==> src/rtl/chan_mux_sync.sv <==
`default_nettype none
// ============================================================================
// Module      : chan_mux_sync
// Description : Registered N-channel, WIDTH-bit data selector. Channel
//               changes are requested over a ready/valid handshake and are
//               followed by a BLANK_CYC-cycle blanking window during which
//               data_out_valid is low, so no mixed or mid-switch sample is
//               ever qualified downstream.
// Config      : CHAN_MUX_HOLD_EN - when defined, data_out holds the last
//               qualified sample during blanking; when undefined it is
//               forced to zero from the accept edge through blanking.
// Revision    : 1.0 - initial release
// ============================================================================
module chan_mux_sync #(
  parameter int N_CH      = 4,
  parameter int WIDTH     = 8,
  parameter int BLANK_CYC = 2
) (
  input  logic                      clk,
  input  logic                      rst,
  input  logic [N_CH*WIDTH-1:0]     data_in,
  input  logic [$clog2(N_CH)-1:0]   sel_req,
  input  logic                      sel_valid,
  output logic                      sel_ready,
  output logic [$clog2(N_CH)-1:0]   sel_cur,
  output logic [WIDTH-1:0]          data_out,
  output logic                      data_out_valid,
  output logic                      sel_err
);

  localparam int SEL_W = $clog2(N_CH);
  localparam int CNT_W = $clog2(BLANK_CYC) + 1;

  localparam logic [CNT_W-1:0] c_CNT_LOAD = CNT_W'(BLANK_CYC - 1);
  localparam logic [CNT_W-1:0] c_CNT_ONE  = CNT_W'(1);
  localparam logic [SEL_W:0]   c_N_CH     = (SEL_W + 1)'(N_CH);

  typedef enum logic [0:0] {
    ST_RUN   = 1'b0,
    ST_BLANK = 1'b1
  } state_t;

  state_t             r_state;
  state_t             w_state_nxt;
  logic [CNT_W-1:0]   r_cnt;
  logic [CNT_W-1:0]   w_cnt_nxt;
  logic [SEL_W-1:0]   r_pend;
  logic [SEL_W-1:0]   w_pend_nxt;
  logic [SEL_W-1:0]   r_sel_cur;
  logic [SEL_W-1:0]   w_sel_nxt;
  logic [WIDTH-1:0]   r_data_out;
  logic [WIDTH-1:0]   w_data_nxt;
  logic               r_valid;
  logic               w_valid_nxt;
  logic               r_err;
  logic               w_err_nxt;
  logic               w_ready;

  logic [WIDTH-1:0]   w_ch [N_CH];
  logic [WIDTH-1:0]   w_sample;
  logic [WIDTH-1:0]   w_blank_data;
  logic               w_req_oor;

  // Unpack the flat input bus into one word per channel
  for (genvar k = 0; k < N_CH; k++) begin : g_unpack
    assign w_ch[k] = data_in[k*WIDTH +: WIDTH];
  end

  assign w_sample  = w_ch[r_sel_cur];
  assign w_req_oor = ({1'b0, sel_req} >= c_N_CH);

`ifdef CHAN_MUX_HOLD_EN
  assign w_blank_data = r_data_out;
`else
  assign w_blank_data = '0;
`endif

  // Next-state and output decode; sel_cur is committed one edge before the
  // FSM leaves BLANK so that the exit edge already samples the new channel.
  always_comb begin
    w_state_nxt = r_state;
    w_cnt_nxt   = r_cnt;
    w_pend_nxt  = r_pend;
    w_sel_nxt   = r_sel_cur;
    w_data_nxt  = w_sample;
    w_valid_nxt = 1'b1;
    w_err_nxt   = 1'b0;
    w_ready     = 1'b0;
    case (r_state)
      ST_RUN: begin
        w_ready = 1'b1;
        if (sel_valid) begin
          if (w_req_oor) begin
            w_err_nxt = 1'b1;
          end else if (sel_req != r_sel_cur) begin
            w_pend_nxt  = sel_req;
            w_cnt_nxt   = c_CNT_LOAD;
            w_state_nxt = ST_BLANK;
            w_valid_nxt = 1'b0;
            w_data_nxt  = w_blank_data;
            // A one-cycle window has no later edge to commit on
            if (BLANK_CYC == 1) begin
              w_sel_nxt = sel_req;
            end
          end
        end
      end
      ST_BLANK: begin
        if (r_cnt == '0) begin
          w_state_nxt = ST_RUN;
        end else begin
          w_cnt_nxt   = r_cnt - c_CNT_ONE;
          w_valid_nxt = 1'b0;
          w_data_nxt  = w_blank_data;
          if (r_cnt == c_CNT_ONE) begin
            w_sel_nxt = r_pend;
          end
        end
      end
      default: begin
        w_state_nxt = ST_RUN;
      end
    endcase
  end

  // State and output registers; reset aborts any switch in progress
  always_ff @(posedge clk or posedge rst) begin
    if (rst) begin
      r_state    <= ST_RUN;
      r_cnt      <= '0;
      r_pend     <= '0;
      r_sel_cur  <= '0;
      r_data_out <= '0;
      r_valid    <= 1'b0;
      r_err      <= 1'b0;
    end else begin
      r_state    <= w_state_nxt;
      r_cnt      <= w_cnt_nxt;
      r_pend     <= w_pend_nxt;
      r_sel_cur  <= w_sel_nxt;
      r_data_out <= w_data_nxt;
      r_valid    <= w_valid_nxt;
      r_err      <= w_err_nxt;
    end
  end

  assign sel_ready      = w_ready;
  assign sel_cur        = r_sel_cur;
  assign data_out       = r_data_out;
  assign data_out_valid = r_valid;
  assign sel_err        = r_err;

endmodule
`default_nettype wire
==> config.mk <==
export PLATFORM = sky130hd
export DESIGN_NAME = chan_mux_sync
export DESIGN_NICKNAME = d
export VERILOG_FILES = /design/src/rtl/chan_mux_sync.sv
export SDC_FILE = /design/constraint.sdc
export NUM_CORES = 1
export LEC_CHECK = 0
export ABC_AREA = 1
export CAP_MARGIN = 20
export CORE_MARGIN = 4
export CORE_UTILIZATION = 38
export CTS_CLUSTER_SIZE = 12
export DETAILED_ROUTE_END_ITERATION = 6
export MAX_ROUTING_LAYER = met4
export PLACE_DENSITY = 0.78
export SKIP_CTS_REPAIR_TIMING = 1
export SLEW_MARGIN = 20
export SYNTH_ARGS = -nofsm -noshare
export SYNTH_HDL_FRONTEND = slang
export SYNTH_SLANG_ARGS = --single-unit
==> constraint.sdc <==
create_clock -name clk -period 2.2 [get_ports clk]
set_input_delay 0.44 -clock clk [delete_from_list [all_inputs] [get_ports clk]]
set_output_delay 0.44 -clock clk [all_outputs]
set_load 0.02 [all_outputs]
==> results of run 1 <==
routing by layer:
metal	part of all wire (%)	vias up	routed length, um	global-route usage, %
met5	0	-	0	-
met4	0.33	0	8	1.99
met3	6.5	2	158	4.23
met2	55	25	1340	30.6
met1	38	457	915	16.0
li1	-	498	-	-
cell type report:
class	count	area (um^2)
clock buffers	4	36.3
fillers	213	845
inverters	19	83.8
multi-input cells	94	423
flip-flops and latches	16	400
well taps	28	35.0
repair buffers	50	495
worst paths after layout:
path	slack, ns	cells after the start	from	end
max	0.36	2	r_state$_DFF_PP0_	sel_ready
min	0.51	2	rst	data_out_valid$_DFF_PP0_
max reg2reg	0.83	8	sel_cur[0]$_DFFE_PP0P_	data_out[0]$_DFF_PP0_
min reg2reg	0.51	2	r_pend[1]$_DFFE_PP0P_	r_pend[1]$_DFFE_PP0P_
max in group asynchronous	1.31	2	rst	r_cnt[0]$_DFFE_PP0P_
min in group clk	0.51	2	r_pend[1]$_DFFE_PP0P_	r_pend[1]$_DFFE_PP0P_
cell usage in the layout (no fill, tap or decap):
master / Yosys / routed
o21ai_1: 3 / 3
nor2_2: 1 / 1
buf_4: 2 / 2
clkbuf_8: 0 / 1
nand3_1: 2 / 2
nor2_1: 43 / 43
dfrtp_1: 16 / 16
inv_8: 1 / 1
nand2_2: 2 / 2
clkinv_4: 1 / 1
conb_1: 1 / 1
clkbuf_4: 0 / 3
ha_1: 2 / 2
o21ai_0: 15 / 15
inv_1: 17 / 17
or2_2: 1 / 1
clkdlybuf4s50_1: 0 / 48
nand2_1: 20 / 20
nand2_4: 2 / 2
a21oi_1: 2 / 2
through the flow:
step / total power [mW] / std cells
after global placement: 1.62 / 207
final: 1.85 / 211
after global routing: 2.02 / 211
after floorplan: 1.31 / 135
after detailed placement: 1.67 / 207
after CTS: 1.87 / 211
flip-flops by register name, summed over array words and instances (netlist names):
| register | cells |
|---|---|
| r_cnt | 2 |
| data_out_valid | 1 |
| data_out | 8 |
| r_pend | 2 |
| r_state | 1 |
| sel_cur | 2 |
power by group through the flow:
stage | registers (mW) | logic (mW) | clock network, mW
after CTS | 0.496 | 1.18 | 0.197
after floorplan | 0.604 | 0.708 | 0
after global routing | 0.518 | 1.30 | 0.210
after global placement | 0.494 | 1.13 | 0
after detailed placement | 0.502 | 1.17 | 0
final | 0.493 | 1.16 | 0.195
cells by family after synthesis:
| logic type | count (synthesis) |
|---|---|
| AND/OR/NAND/NOR | 71 |
| buffers and inverters | 25 |
| AO/OA/AOI/OAI | 20 |
| flip-flops | 16 |
| adder cells (fa/ha/maj) | 2 |
| other | 1 |
worst max-delay path: cells and delay by family, from the launching register on:
| kind | cells | cell delay, ns |
|---|---|---|
| buf+inv | 2 | 0.69 |
| flops | 1 | 0.42 |
==> metrics.md, run 1 <==
| Metric | Value |
|---|---|
| Post-synth EDFFs | 0 |
| Area growth from synthesis to layout | 53.4% |
| Initial DRC Count | 13 |
| FF+latch count, synth | 16 |
| Layout cell share with drive strength beyond 1 | 7.65% |
| CP Capture Type | output port |
| Total core area | 2320 um^2 |
| Antenna diodes | 0 |
| P_leak | 0.722 nW |
| Clock root cell | clkbuf_4 |
| XOR/XNOR share of the synthesized area | 0% |
| GRT Total Usage | 15.8% |
| Port Buf Inserts | 48 |
| Hold Fails Final Rpt | 0 |
| Final instance area | 1470 um^2 |
| Clock Tree Buf Depth | 2 |
| Crit path largest cell delay | 0.60 ns |
| Global-route wire length before repair | 4040 um |
| Final setup TNS | 0 ns |
| Initial antenna violation count | 0 |
| Cell with the most instances after synthesis | nor2_1 |
| WP data required | 1.76 ns |
| Yosys synthesis warning count | 0 |
| Largest net degree at the start of global routing | 19 |
| WP data arrival | 1.40 ns |
| Place WS | 0.617 ns |
| Net Sw Frac | 45.0% |
| Startpoint Class | register |
| Max Cap Viol | 0 |
| Vias in the first global route | 964 |
| Ys async rst share | 100% |
| Row count | 17 |
| Post-layout util | 63.6% |
| Status | complete, no violations |
| Fraction of the yosys area taken by sequential cells | 41.7% |
| P_sw | 0.831 mW |
| Final Critical Period | 1.84 ns |
| Starting Density | 41.4% |
| Max Clock Skew | 0.00160 ns |
| Crit-path slowest cell | clkdlybuf4s50_1 |
| Vias/cell | 4.65 |
| Synthesized area | 961 um^2 |
| Top FF cell, synth | dfrtp_1 |
| Mux share of post-synthesis cell area | 0% |
| Max Clock Freq | 0.544 GHz |
| Dpl hpwl | 2000 um |
| Vias | 982 |
| Sink Count | 16 |
| Slew HR | 61.1% |
| DRC violations left | 0 |
| Unique cell type count in the Yosys netlist | 19 |
| Nets | 223 |
| Clock slew at reported path FFs | 0.09 ns |
| Die Wd | 58.3 um |
| Die height | 58.3 um |
| Crit share post-route | 83.5% |
| Final wirelength | 2420 um |
| GPL Wtd Cong | 0.778 |
| Worst Setup Slack, final | 0.363 ns |
| Gate power share | 62.7% |
| P per Cell Area | 1250 nW/um^2 |
| Worst hold margin | 0.509 ns |
| Flop pwr share | 26.7% |
| Routed wire per std cell | 11.5 um |
| RSZ-0062 raised after global routing | no |
| Drt first pass iters | 4 |
| Crit-path cells | inv_1 > clkdlybuf4s50_1 |
| Avg Inst Size Synth | 7.12 um^2 |
| CTS tree | done |
| Clock power frac | 10.6% |
| Post-synth top cells | nor2_1, nand2_1, inv_1 |
| Min-Delay Path Class | input port to async pin |
| Clock latency on the worst-skew pair | 0.28 ns |
| Pint | 1.02 mW |
| Worst vdd ir | 0.000997 V |
| Htree depth | 1 |
| Total clock buffers created by CTS | 3 |
| DIE AREA | 3400 um^2 |
| Gate Count Post-Synth | 135 |
| Synth Area in Simple Gates | 30.6% |
| Compound-Gate Fraction of Synth Area | 10.4% |
| WS Path Type | register to output port |
| Share of the synthesized area in the top cell type | 41.7% |
| Mapped Nets | 174 |
| Largest family of logic cells by synthesized area | simple AND/OR/NAND/NOR gates |
| Crit-path max FO | 3 |
| Setup violators final | 0 |
| Max Slew Vio Count | 0 |
| Adder-Cell Fraction of Synth Area | 2.60% |
| Post-DP Area | 1440 um^2 |
| Post-route ant nets | 0 |
| Cell taking the most area after synthesis | dfrtp_1 |
| I/O pins | 50 |
| Ranking of synthesized cells by area | dfrtp_1, nor2_1, nand2_1, o21ai_0, inv_1 |
| Grt ovf | 0 |
| Worst-Margin Slew | 0.583 ns |
Note: power is estimated with default switching activity, not from simulation.
==> run 2: changes to the inputs <==
==> constraint.sdc (replaced) <==
create_clock -name clk -period 1.8 [get_ports clk]
set_input_delay 0.36 -clock clk [delete_from_list [all_inputs] [get_ports clk]]
set_output_delay 0.36 -clock clk [all_outputs]
set_load 0.02 [all_outputs]
==> metrics.md, run 2 (synthesis results as in run 1) <==
| Metric | Value |
|---|---|
| Starting Density | 41.4% (unchanged) |
| Drt first pass iters | 4 (unchanged) |
| WS Path Type | register to output port (unchanged) |
| Post-layout util | 63.7% (was 63.6%) |
| P per Cell Area | 1530 nW/um^2 (was 1250 nW/um^2) |
| Post-route ant nets | 0 (unchanged) |
| Slew HR | 61.1% (unchanged) |
| Die Wd | 58.3 um (unchanged) |
| Crit path largest cell delay | 0.61 ns (was 0.60 ns) |
| Crit-path max FO | 2 (was 3) |
| Max Slew Vio Count | 0 (unchanged) |
| Place WS | 0.297 ns (was 0.617 ns) |
| Vias/cell | 4.65 (unchanged) |
| Pwr Total | 2.25 mW (was 1.85 mW) |
| Largest register FFs | 8 (unchanged) |
| Vias in the first global route | 964 (unchanged) |
| Clock latency on the worst-skew pair | 0.28 ns (about the same) |
| R2r worst-path depth | 8 (unchanged) |
| GRT Total Usage | 15.8% (unchanged) |
| Number of buffer and inverter stages on the critical path | 1 (was 2) |
| Reg area | 400 um^2 (unchanged) |
| Max Cap Viol | 0 (unchanged) |
| Total core area | 2320 um^2 (unchanged) |
| Clock Tree Buf Depth | 2 (unchanged) |
| Fill cells | 214 (was 213) |
| CP Capture Type | output port (unchanged) |
| Dpl hpwl | 2000 um (unchanged) |
| I/O pins | 50 (unchanged) |
| Total clock buffers created by CTS | 3 (unchanged) |
| Max Clock Skew | 0.00160 ns (unchanged) |
| Nets | 223 (unchanged) |
| Port Buf Inserts | 48 (unchanged) |
| Sink Count | 16 (unchanged) |
| WP depth | 1 (was 2) |
| Crit path max-delay family | buffers and inverters (unchanged) |
| Global-route wire length before repair | 4040 um (unchanged) |
| Initial DRC Count | 13 (unchanged) |
| Met3 Routed Length | 158 um (unchanged) |
| CTS tree | done (unchanged) |
| RSZ-0062 raised after global routing | no (unchanged) |
| Initial antenna violation count | 0 (unchanged) |
| Multi-input logic area | 423 um^2 (unchanged) |
| Worst Setup Slack, final | 0.192 ns (was 0.363 ns) |
| Final setup TNS | 0 ns (unchanged) |
| Area growth from synthesis to layout | 53.6% (was 53.4%) |
| Status | complete, no violations (unchanged) |
| Grt ovf | 0 (unchanged) |
| WP data required | 1.44 ns (was 1.76 ns) |
| Clock root cell | clkbuf_4 (unchanged) |
| DIE AREA | 3400 um^2 (unchanged) |
| Setup violators final | 0 (unchanged) |
| Final wirelength | 2420 um (unchanged) |
| GPL Wtd Cong | 0.778 (unchanged) |
| Die height | 58.3 um (unchanged) |
| Worst-Margin Slew | 0.583 ns (unchanged) |
| DRC violations left | 0 (unchanged) |
| Startpoint Class | register (unchanged) |
| Vias | 982 (unchanged) |
| Clock slew at reported path FFs | 0.09 ns (about the same) |
| Routed wire per std cell | 11.5 um (unchanged) |
| Layout cell share with drive strength beyond 1 | 7.65% (unchanged) |
| WP data arrival | 1.25 ns (was 1.40 ns) |
| Metal-1 WL | 915 um (unchanged) |
| Worst vdd ir | 0.00122 V (was 0.000997 V) |
| Antenna diodes | 0 (unchanged) |
| Hold Fails Final Rpt | 0 (unchanged) |
| Min-Delay Path Class | input port to async pin (unchanged) |
| Htree depth | 1 (unchanged) |
| Max Clock Freq | 0.622 GHz |
| Commonest non-fill, non-tap cells in the layout | clkdlybuf4s50_1, nor2_1, nand2_1, inv_1, dfrtp_1 (unchanged) |
| P_leak | 0.730 nW (was 0.722 nW) |
| Crit-path slowest cell | clkdlybuf4s50_1 (unchanged) |
| Row count | 17 (unchanged) |
| Routed met2 length | 1340 um (unchanged) |
| Highest Signal Layer | met4 (unchanged) |
| Largest net degree at the start of global routing | 19 (unchanged) |
| Crit share post-route | 89.4% |
| Most common cell after layout, fill and taps aside | clkdlybuf4s50_1 (unchanged) |
| Final Critical Period | 1.61 ns |
| Crit-path cells | clkdlybuf4s50_1 (was inv_1 > clkdlybuf4s50_1) |
## run 2: changes by cell type in the layout (fill, tap and decap cells not counted), sizes merged
cell	change
clkdlybuf4s50	-1
dlymetal6s2s	+1
## run 2: final cells by class
type	count	area share (%)
Multi-Input combinational cell	94	28.6
Timing Repair Buffer	50	33.7
Inverter	19	5.68
Tap cell	28	2.37
Clock buffer	4	2.46
Sequential cell	16	27.1
## run 2: routing by layer
| layer | GRT usage [%] | vias up |
|---|---|---|
| met5 | - | - |
| met4 | 1.99 | 0 |
| met3 | 4.23 | 2 |
| met2 | 30.6 | 25 |
| met1 | 16.0 | 457 |
| li1 | - | 498 |
## run 2: path summary, 6_finish.rpt
path,from,to,slack (ns)
worst max-delay path,sel_cur[0]$_DFFE_PP0P_,sel_cur[0],0.19
min in group clk,r_pend[1]$_DFFE_PP0P_,r_pend[1]$_DFFE_PP0P_,0.51
worst min register to register,r_pend[1]$_DFFE_PP0P_,r_pend[1]$_DFFE_PP0P_,0.51
worst min-delay path,rst,data_out_valid$_DFF_PP0_,0.43
max in group asynchronous,rst,r_cnt[0]$_DFFE_PP0P_,0.99
worst max register to register,sel_cur[0]$_DFFE_PP0P_,data_out[0]$_DFF_PP0_,0.43
## run 2: stage by stage
step | instances | cell area (um^2) | hold WS, ns
2_1_floorplan | 135 | 961 | 0.274
3_3_place_gp | 207 | 1440 | 0.471
3_5_place_dp | 207 | 1440 | 0.483
4_1_cts | 211 | 1470 | 0.469
5_1_grt | 211 | 1480 | 0.481
6_report | 211 | 1480 | 0.431
## run 2: where the power goes
group	internal (mW)	leakage, nW	total [mW]	switching (mW)
clock	0.123	0.0210	0.238	0.115
combinational	0.588	0.512	1.41	0.825
sequential	0.527	0.198	0.603	0.0758
total	1.24	0.730	2.25	1.02
==> run 3: changes to the inputs <==
--- a/config.mk
+++ b/config.mk
@@ -7,7 +7,7 @@
 export LEC_CHECK = 0
 export ABC_AREA = 1
 export CAP_MARGIN = 20
-export CORE_MARGIN = 4
+export CORE_MARGIN = 8
 export CORE_UTILIZATION = 38
 export CTS_CLUSTER_SIZE = 12
 export DETAILED_ROUTE_END_ITERATION = 6
==> metrics.md, run 3 (synthesis results as in run 1) <==
| Metric | Value |
|---|---|
| Multi-input logic area | 423 um^2 (unchanged) |
| P per Cell Area | 1510 nW/um^2 (was 1530 nW/um^2) |
| Clock slew at reported path FFs | 0.09 ns (about the same) |
| WP data arrival | 1.26 ns (was 1.25 ns) |
| Max Slew Vio Count | 0 (unchanged) |
| Global-route wire length before repair | 4510 um (was 4040 um) |
| CTS tree | done (unchanged) |
| Clock Tree Buf Depth | 2 (unchanged) |
| P_leak | 0.723 nW (was 0.730 nW) |
| Post-DP Area | 1440 um^2 (about the same) |
| Hold Fails Final Rpt | 0 (unchanged) |
| WS Path Type | register to output port (unchanged) |
| Fill cells | 223 (was 214) |
| WP depth | 1 (unchanged) |
| Startpoint Class | register (unchanged) |
| Largest register FFs | 8 (unchanged) |
| Htree depth | 1 (unchanged) |
| Grt ovf | 0 (unchanged) |
| Worst hold margin | 0.438 ns (was 0.431 ns) |
| DIE AREA | 4390 um^2 (was 3400 um^2) |
| Antenna diodes | 0 (unchanged) |
| Filler-free cell count of the finished design | 212 (was 211) |
| Crit-path max FO | 2 (unchanged) |
| Pwr Total | 2.22 mW (was 2.25 mW) |
| Max Cap Viol | 0 (unchanged) |
| Layout cell share with drive strength beyond 1 | 7.14% (was 7.65%) |
| Dpl hpwl | 2170 um (was 2000 um) |
| Largest net degree at the start of global routing | 19 (unchanged) |
| Nets | 223 (unchanged) |
| Die Wd | 66.3 um (was 58.3 um) |
| Status | complete, no violations (unchanged) |
| Placed Cells | 209 (was 207) |
| Final instance area | 1470 um^2 (was 1480 um^2) |
| Max Clock Skew | 0.00247 ns (was 0.00160 ns) |
| R2r worst-path depth | 9 (was 8) |
| Worst-Margin Slew | 0.584 ns (was 0.583 ns) |
| Initial DRC Count | 71 (was 13) |
| Worst vdd ir | 0.000863 V (was 0.00122 V) |
| Commonest non-fill, non-tap cells in the layout | clkdlybuf4s50_1, nor2_1, nand2_1, inv_1, dfrtp_1 (unchanged) |
| Starting Density | 39.5% (was 41.4%) |
| Initial antenna violation count | 0 (unchanged) |
| Crit path largest cell delay | 0.61 ns (about the same) |
| Routed wire per std cell | 13.0 um (was 11.5 um) |
| Final wirelength | 2750 um (was 2420 um) |
| Post-route ant nets | 0 (unchanged) |
| Clock latency on the worst-skew pair | 0.28 ns (about the same) |
| Setup violators final | 0 (unchanged) |
| Most common cell after layout, fill and taps aside | clkdlybuf4s50_1 (unchanged) |
| Number of buffer and inverter stages on the critical path | 1 (unchanged) |
| Sink Count | 16 (unchanged) |
| Total clock buffers created by CTS | 3 (unchanged) |
| Port Buf Inserts | 48 (unchanged) |
| Crit path max-delay family | buffers and inverters (unchanged) |
| WP data required | 1.44 ns (about the same) |
| Total core area | 2430 um^2 (was 2320 um^2) |
| Vias in the first global route | 1,025 (was 964) |
| GPL Wtd Cong | 0.832 (was 0.778) |
| GRT Total Usage | 13.4% (was 15.8%) |
| Clock root cell | clkbuf_4 (unchanged) |
| CP Capture Type | output port (unchanged) |
| R2R Setup Slk | 0.40 ns (was 0.43 ns) |
| Die height | 66.3 um (was 58.3 um) |
| RSZ-0062 raised after global routing | no (unchanged) |
| Slew HR | 61.0% (was 61.1%) |
| Crit share post-route | 89.7% (was 89.4%) |
| I/O pins | 50 (unchanged) |
| Final Critical Period | 1.62 ns (was 1.61 ns) |
| Reg area | 400 um^2 (unchanged) |
| Min-Delay Path Class | input port to async pin (unchanged) |
| DRC violations left | 0 (unchanged) |
| Row count | 18 (was 17) |
| Vias/cell | 4.55 (was 4.65) |
| Max Clock Freq | 0.619 GHz (was 0.622 GHz) |
| Drt first pass iters | 4 (unchanged) |
| Area growth from synthesis to layout | 52.5% (was 53.6%) |
| Final setup TNS | 0 ns (unchanged) |
| Vias | 964 (was 982) |
| Crit-path slowest cell | clkdlybuf4s50_1 (unchanged) |
| Crit-path cells | clkdlybuf4s50_1 (unchanged) |
-- run 3: final timing paths --
kind                                        start                     to
setup / recovery           sel_cur[0]$_DFFE_PP0P_             sel_cur[0]
hold / removal                                rst  data_out[3]$_DFF_PP0_
setup reg to reg           sel_cur[0]$_DFFE_PP0P_   r_cnt[0]$_DFFE_PP0P_
hold reg to reg             r_pend[0]$_DFFE_PP0P_  r_pend[0]$_DFFE_PP0P_
max in group asynchronous                     rst  data_out[0]$_DFF_PP0_
min in group clk            r_pend[0]$_DFFE_PP0P_  r_pend[0]$_DFFE_PP0P_
-- run 3: power by group --
| group | total [mW] | leakage, nW | internal (mW) | switching [mW] |
|---|---|---|---|---|
| clock | 0.184 | 0.0138 | 0.0777 | 0.106 |
| combinational | 1.43 | 0.512 | 0.588 | 0.845 |
| sequential | 0.602 | 0.198 | 0.528 | 0.0744 |
| total | 2.22 | 0.723 | 1.19 | 1.03 |
-- run 3: area by class of cell --
type	instances	share of cell area [%]
inverter	19	5.72
multi-input combinational	94	28.9
timing repair buffer	50	34.0
clock buffer	3	1.54
sequential	16	27.3
tap	30	2.56
-- run 3: routing by layer --
layer / share of wire (%) / global-route usage, % / vias to the layer above
met1: 39 / 13.7 / 422
met2: 50 / 23.5 / 38
met5: 0 / - / -
li1: - / - / 497
met4: 2.4 / 6.40 / 0
met3: 8.6 / 3.22 / 7
-- run 3: stage by stage --
stage,setup WS (ns),util [%]
2_1_floorplan,0.552,-
3_3_place_gp,0.349,59.2
3_5_place_dp,0.314,59.2
4_1_cts,0.0385,60.1
5_1_grt,0.129,60.2
6_report,0.185,60.2
